==> src/rtl/ro_pair_comparator.sv <==
// Measurement stage for one ring-oscillator pair of the RO PUF: enables both
// ROs for a fixed gate window, counts synchronized rising edges on each, then
// compares the counts to produce one response bit with a single-cycle Done.
module ro_pair_comparator #(
    parameter int unsigned WINDOW_CYCLES = 1024,
    parameter int unsigned CNT_WIDTH     = 16,
    parameter int unsigned SYNC_STAGES   = 2
) (
    input  logic                 Clk,
    input  logic                 Rst_n,
    input  logic                 Start,
    input  logic                 RO_a,
    input  logic                 RO_b,
    output logic                 RO_enable,
    output logic                 Busy,
    output logic                 Done,
    output logic                 Response,
    output logic                 Tie,
    output logic                 Saturated,
    output logic [CNT_WIDTH-1:0] Count_a,
    output logic [CNT_WIDTH-1:0] Count_b
);

    localparam logic [2:0] ST_IDLE    = 3'd0;
    localparam logic [2:0] ST_RUN     = 3'd1;
    localparam logic [2:0] ST_SETTLE  = 3'd2;
    localparam logic [2:0] ST_COMPARE = 3'd3;
    localparam logic [2:0] ST_DONE    = 3'd4;

    // Wide enough for both the gate window and the settle interval.
    localparam int unsigned WIN_W = $clog2(WINDOW_CYCLES + SYNC_STAGES + 2);
    localparam logic [WIN_W-1:0] WIN_LAST    = WIN_W'(WINDOW_CYCLES - 1);
    localparam logic [WIN_W-1:0] SETTLE_LAST = WIN_W'(SYNC_STAGES);

    logic [2:0]             state_q, state_d;
    logic [WIN_W-1:0]       win_q, win_d;
    logic                   ro_en_q, ro_en_d;
    logic [CNT_WIDTH-1:0]   cnt_a_q, cnt_a_d;
    logic [CNT_WIDTH-1:0]   cnt_b_q, cnt_b_d;
    logic                   resp_q, resp_d;
    logic                   tie_q, tie_d;
    logic                   sat_q, sat_d;

    logic [SYNC_STAGES-1:0] sync_a_q, sync_b_q;
    logic                   edge_a_q, edge_b_q;
    logic                   rise_a, rise_b;

    // Synchronize the asynchronous RO outputs and keep one delayed copy for edge detect.
    always_ff @(posedge Clk or negedge Rst_n) begin
        if (!Rst_n) begin
            sync_a_q <= '0;
            sync_b_q <= '0;
            edge_a_q <= 1'b0;
            edge_b_q <= 1'b0;
        end else begin
            sync_a_q <= {sync_a_q[SYNC_STAGES-2:0], RO_a};
            sync_b_q <= {sync_b_q[SYNC_STAGES-2:0], RO_b};
            edge_a_q <= sync_a_q[SYNC_STAGES-1];
            edge_b_q <= sync_b_q[SYNC_STAGES-1];
        end
    end

    assign rise_a = sync_a_q[SYNC_STAGES-1] & ~edge_a_q;
    assign rise_b = sync_b_q[SYNC_STAGES-1] & ~edge_b_q;

    // Next-state logic: FSM sequencing, window timing, saturating counts, result latch.
    always_comb begin
        state_d = state_q;
        win_d   = win_q;
        ro_en_d = ro_en_q;
        cnt_a_d = cnt_a_q;
        cnt_b_d = cnt_b_q;
        resp_d  = resp_q;
        tie_d   = tie_q;
        sat_d   = sat_q;

        // Counting continues through SETTLE to drain edges still in the synchronizer.
        if (state_q == ST_RUN || state_q == ST_SETTLE) begin
            if (rise_a && (cnt_a_q != '1)) cnt_a_d = cnt_a_q + CNT_WIDTH'(1);
            if (rise_b && (cnt_b_q != '1)) cnt_b_d = cnt_b_q + CNT_WIDTH'(1);
        end

        case (state_q)
            ST_IDLE: begin
                if (Start) begin
                    state_d = ST_RUN;
                    win_d   = '0;
                    ro_en_d = 1'b1;
                    cnt_a_d = '0;
                    cnt_b_d = '0;
                end
            end
            ST_RUN: begin
                if (win_q == WIN_LAST) begin
                    state_d = ST_SETTLE;
                    win_d   = '0;
                    ro_en_d = 1'b0;
                end else begin
                    win_d = win_q + WIN_W'(1);
                end
            end
            ST_SETTLE: begin
                if (win_q == SETTLE_LAST) begin
                    state_d = ST_COMPARE;
                    win_d   = '0;
                end else begin
                    win_d = win_q + WIN_W'(1);
                end
            end
            ST_COMPARE: begin
                resp_d  = (cnt_a_q > cnt_b_q);
                tie_d   = (cnt_a_q == cnt_b_q);
                sat_d   = (cnt_a_q == '1) || (cnt_b_q == '1);
                state_d = ST_DONE;
            end
            ST_DONE: begin
                state_d = ST_IDLE;
            end
            default: begin
                state_d = ST_IDLE;
                ro_en_d = 1'b0;
            end
        endcase
    end

    // State registers; async reset aborts any measurement and drops RO_enable at once.
    always_ff @(posedge Clk or negedge Rst_n) begin
        if (!Rst_n) begin
            state_q <= ST_IDLE;
            win_q   <= '0;
            ro_en_q <= 1'b0;
            cnt_a_q <= '0;
            cnt_b_q <= '0;
            resp_q  <= 1'b0;
            tie_q   <= 1'b0;
            sat_q   <= 1'b0;
        end else begin
            state_q <= state_d;
            win_q   <= win_d;
            ro_en_q <= ro_en_d;
            cnt_a_q <= cnt_a_d;
            cnt_b_q <= cnt_b_d;
            resp_q  <= resp_d;
            tie_q   <= tie_d;
            sat_q   <= sat_d;
        end
    end

    assign RO_enable = ro_en_q;
    assign Busy      = (state_q != ST_IDLE);
    assign Done      = (state_q == ST_DONE);
    assign Response  = resp_q;
    assign Tie       = tie_q;
    assign Saturated = sat_q;
    assign Count_a   = cnt_a_q;
    assign Count_b   = cnt_b_q;

endmodule
==> config.mk <==
export PLATFORM = sky130hd
export DESIGN_NAME = ro_pair_comparator
export DESIGN_NICKNAME = d
export VERILOG_FILES = /design/src/rtl/ro_pair_comparator.sv
export SDC_FILE = /design/constraint.sdc
export NUM_CORES = 1
export LEC_CHECK = 0
export ABC_CLOCK_PERIOD_IN_PS = 2500
export CORE_ASPECT_RATIO = 1.5
export CORE_MARGIN = 3
export CORE_UTILIZATION = 35
export DETAILED_ROUTE_END_ITERATION = 8
export MAX_ROUTING_LAYER = met4
export PLACE_DENSITY = 0.6
export SETUP_SLACK_MARGIN = 0.02
export SKIP_LAST_GASP = 1
export SLEW_MARGIN = 20
export SYNTH_ARGS = -nofsm -noshare
export SYNTH_HDL_FRONTEND = slang
export SYNTH_SLANG_ARGS = --single-unit
==> constraint.sdc <==
create_clock -name Clk -period 2.5 [get_ports Clk]
set_clock_uncertainty 0.1 [all_clocks]
set_input_delay 0.75 -clock Clk [delete_from_list [all_inputs] [get_ports Clk]]
set_output_delay 0.75 -clock Clk [all_outputs]
set_load 0.01 [all_outputs]
==> results.json <==
{
  "status": "completed",
  "syn_area_um2": 3230,
  "dr.pass1.iters": 4,
  "vias": 2849,
  "critical_path_class": "reg -> reg",
  "core_um2": 8880,
  "power_frac_comb_pct": 28.7,
  "yosysTopAreaCell": "dfrtp_1",
  "multi_input_area_um2": 1710,
  "io_buffers": 42,
  "slew_violations": 0,
  "avgSynthCellArea_um2": 8.98,
  "clk_pin_slew_ns": 0.07,
  "critPathArrivalTime_ns": 2.42,
  "viasPerCell": 5.47,
  "synth.distinct_cells": 44,
  "setup_tns_ns": 0,
  "num-nets-final": 435,
  "power_frac_seq_pct": 44.0,
  "rsz0062_at_grt": "no",
  "clk_path_buf_depth": 2,
  "cts_tree": "built",
  "rows": 42,
  "fin_crit_sh_pct": 92.2,
  "synthTopCellsByArea": "dfrtp_1 43%, ha_1 7.8%, nand2_1 4.4%",
  "nFillCells": 841,
  "p_int_uw": 1950,
  "synth_seq_cells": 56,
  "cts_resized": 3,
  "synth.most_common_cell": "dfrtp_1",
  "grt_pass1_vias": 2786,
  "setup_viol_count_final": 0,
  "tightest_slew_ns": 0.721,
  "antenna_found_initial": 0,
  "ys.flop_type": "dfrtp_1",
  "critPathLaunchType": "flop",
  "syn-instance-count": 359,
  "p_leak_uw": 0.00167,
  "drtAntennaViolNets": 0,
  "die_width_um": 84.4,
  "hold_viol": 0,
  "gr-usage-all-layers_pct": 16.3,
  "cts_sinks": 56,
  "powerDensity_nw_per_um2": 723,
  "drive_gt1_share_pct": 6.81,
  "fmax_mhz": 434,
  "drcViolationCount": 0,
  "fin_crit_ns": 2.31,
  "synth_edf_count": 0,
  "syn2layout_area_growth_pct": 24.6,
  "place_hpwl_um": 6020,
  "dpl.cell_count": 513,
  "grt_max_degree": 57,
  "p_switching_uw": 959,
  "start_util_pct": 36.3,
  "reg2reg_slack_ns": 0.19,
  "pin_count": 43,
  "routed_wl_um": 7890,
  "drt_iter0_drc": 153,
  "end_kind": "flop",
  "critical_path.max_fanout": 6,
  "cts_hold_buf": 0,
  "place_congestion": 0.818,
  "cts_buffers": 5,
  "htree_levels": 2,
  "synth_warnings": 0,
  "final_area_um2": 4020,
  "synthTopCellsByCount": "56 x dfrtp_1, 38 x nand2_1, 36 x nor2_1",
  "synth_top_area_share_pct": 43.4,
  "die_h_um": 124,
  "hold_path_class": "reg -> reg",
  "p_total_uw": 2910,
  "yosysSeqAreaShare_pct": 43.4,
  "syn_nets": 384,
  "netSwitchingFraction_pct": 33.0,
  "die_area_um2": 10400,
  "grt_overflow_total": 0,
  "clkPwrFrac_pct": 27.4,
  "wl_per_cell_um": 15.1,
  "diodes": 0,
  "clock_latency_ns": 0.29,
  "grt_pass1_wl_um": 13300,
  "cap_violations": 0,
  "max-vdd-ir-drop_mv": 0.472,
  "critPathRequiredTime_ns": 2.61,
  "slew_headroom_pct": 51.8,
  "async_flop_share_pct": 100,
  "final_cells": 521,
  "area.sequential_um2": 1400,
  "root_buffer": "clkbuf_16",
  "cts_setup_buffers": 0,
  "place_area_um2": 3840
}
layout make-up:
cell class,instances,share of cell area [%]
well taps,110,3.43
repair buffers,53,12.7
multi-input cells,270,42.6
inverters,24,2.24
clock inverters,2,0.872
clock buffers,6,3.21
flip-flops and latches,56,34.9
worst max-delay path: stages (launching register included):
cell	delay (ns)
dfrtp_1	0.40
xnor2_1	0.16
or4b_4	0.50
or4_4	0.57
or3_1	0.33
a21oi_1	0.17
metrics by stage:
stage | setup WS, ns | hold slack, ns | utilization [%]
5_1_grt | 0.0766 | 0.261 | 45.2
4_1_cts | 0.0133 | 0.252 | 45.1
3_3_place_gp | 0.270 | 0.233 | 43.2
2_1_floorplan | 0.290 | 0.231 | -
3_5_place_dp | 0.214 | 0.236 | 43.2
6_report | 0.195 | 0.249 | 45.2
metal layers:
layer	vias up	share of wire, %	global-route usage [%]
met4	0	1.9	6.83
met2	48	56	30.7
met3	11	2.8	2.58
li1	1401	-	-
met5	-	0	-
met1	1389	39	16.9
power groups by stage:
stage               Combinational, uW  Sequential (uW)  Clock [uW]
floorplan                         491             1270           0
global placement                  822             1290           0
detailed placement                847             1300           0
CTS                               852             1280         824
global route                      946             1310         848
finish                            833             1280         796
kinds of logic (layout without fill, tap and decap cells):
group                      count (synthesis)  count (layout)  share of synthesized area (%)
DFF                                       56              56                           43.4
adders and majority gates                 20              20                           7.76
buffers and inverters                     33              85                           3.84
xor gates and xnor gates                  20              20                           5.43
AOI/OAI and AO/OA                         64              64                           12.4
muxes                                      4               4                           1.24
and+or+nand+nor                          162             162                           25.9
cells in the final DEF, fill, tap and decap left out, types with 7 or more instances in the layout:
| master | count |
|---|---|
| nor2_1 | 36 |
| xnor2_1 | 15 |
| o21ai_0 | 13 |
| dfrtp_1 | 55 |
| buf_4 | 10 |
| clkdlybuf4s50_1 | 39 |
| nor4_1 | 11 |
| nand2_1 | 38 |
| a21oi_1 | 22 |
| inv_1 | 24 |
| ha_1 | 20 |
| o211ai_1 | 7 |
| nor3_1 | 10 |
| nand3_1 | 18 |
| nand4_1 | 13 |
sequential cells by signal, indices dropped and copies added, names as in the netlist, 2 cells and up:
register  flops
sync_b_q      2
sync_a_q      2
state_q       3
win_q        11
Count_b      16
Count_a      16
worst paths after layout:
kind | startpoint | endpoint | depth (start not counted)
worst max-delay path | state_q[0]$_DFFE_PN0P_ | Count_b[13]$_DFF_PN0_ | 5
worst min-delay path | sync_a_q[0]$_DFF_PN0_ | sync_a_q[1]$_DFF_PN0_ | 0
worst max register to register | state_q[0]$_DFFE_PN0P_ | Count_b[13]$_DFF_PN0_ | 5
worst min register to register | sync_a_q[0]$_DFF_PN0_ | sync_a_q[1]$_DFF_PN0_ | 0
max in group asynchronous | Rst_n | state_q[2]$_DFFE_PN0P_ | 2
min in group asynchronous | Rst_n | Count_b[9]$_DFF_PN0_ | 2
Power figures use the tool's default switching activity.
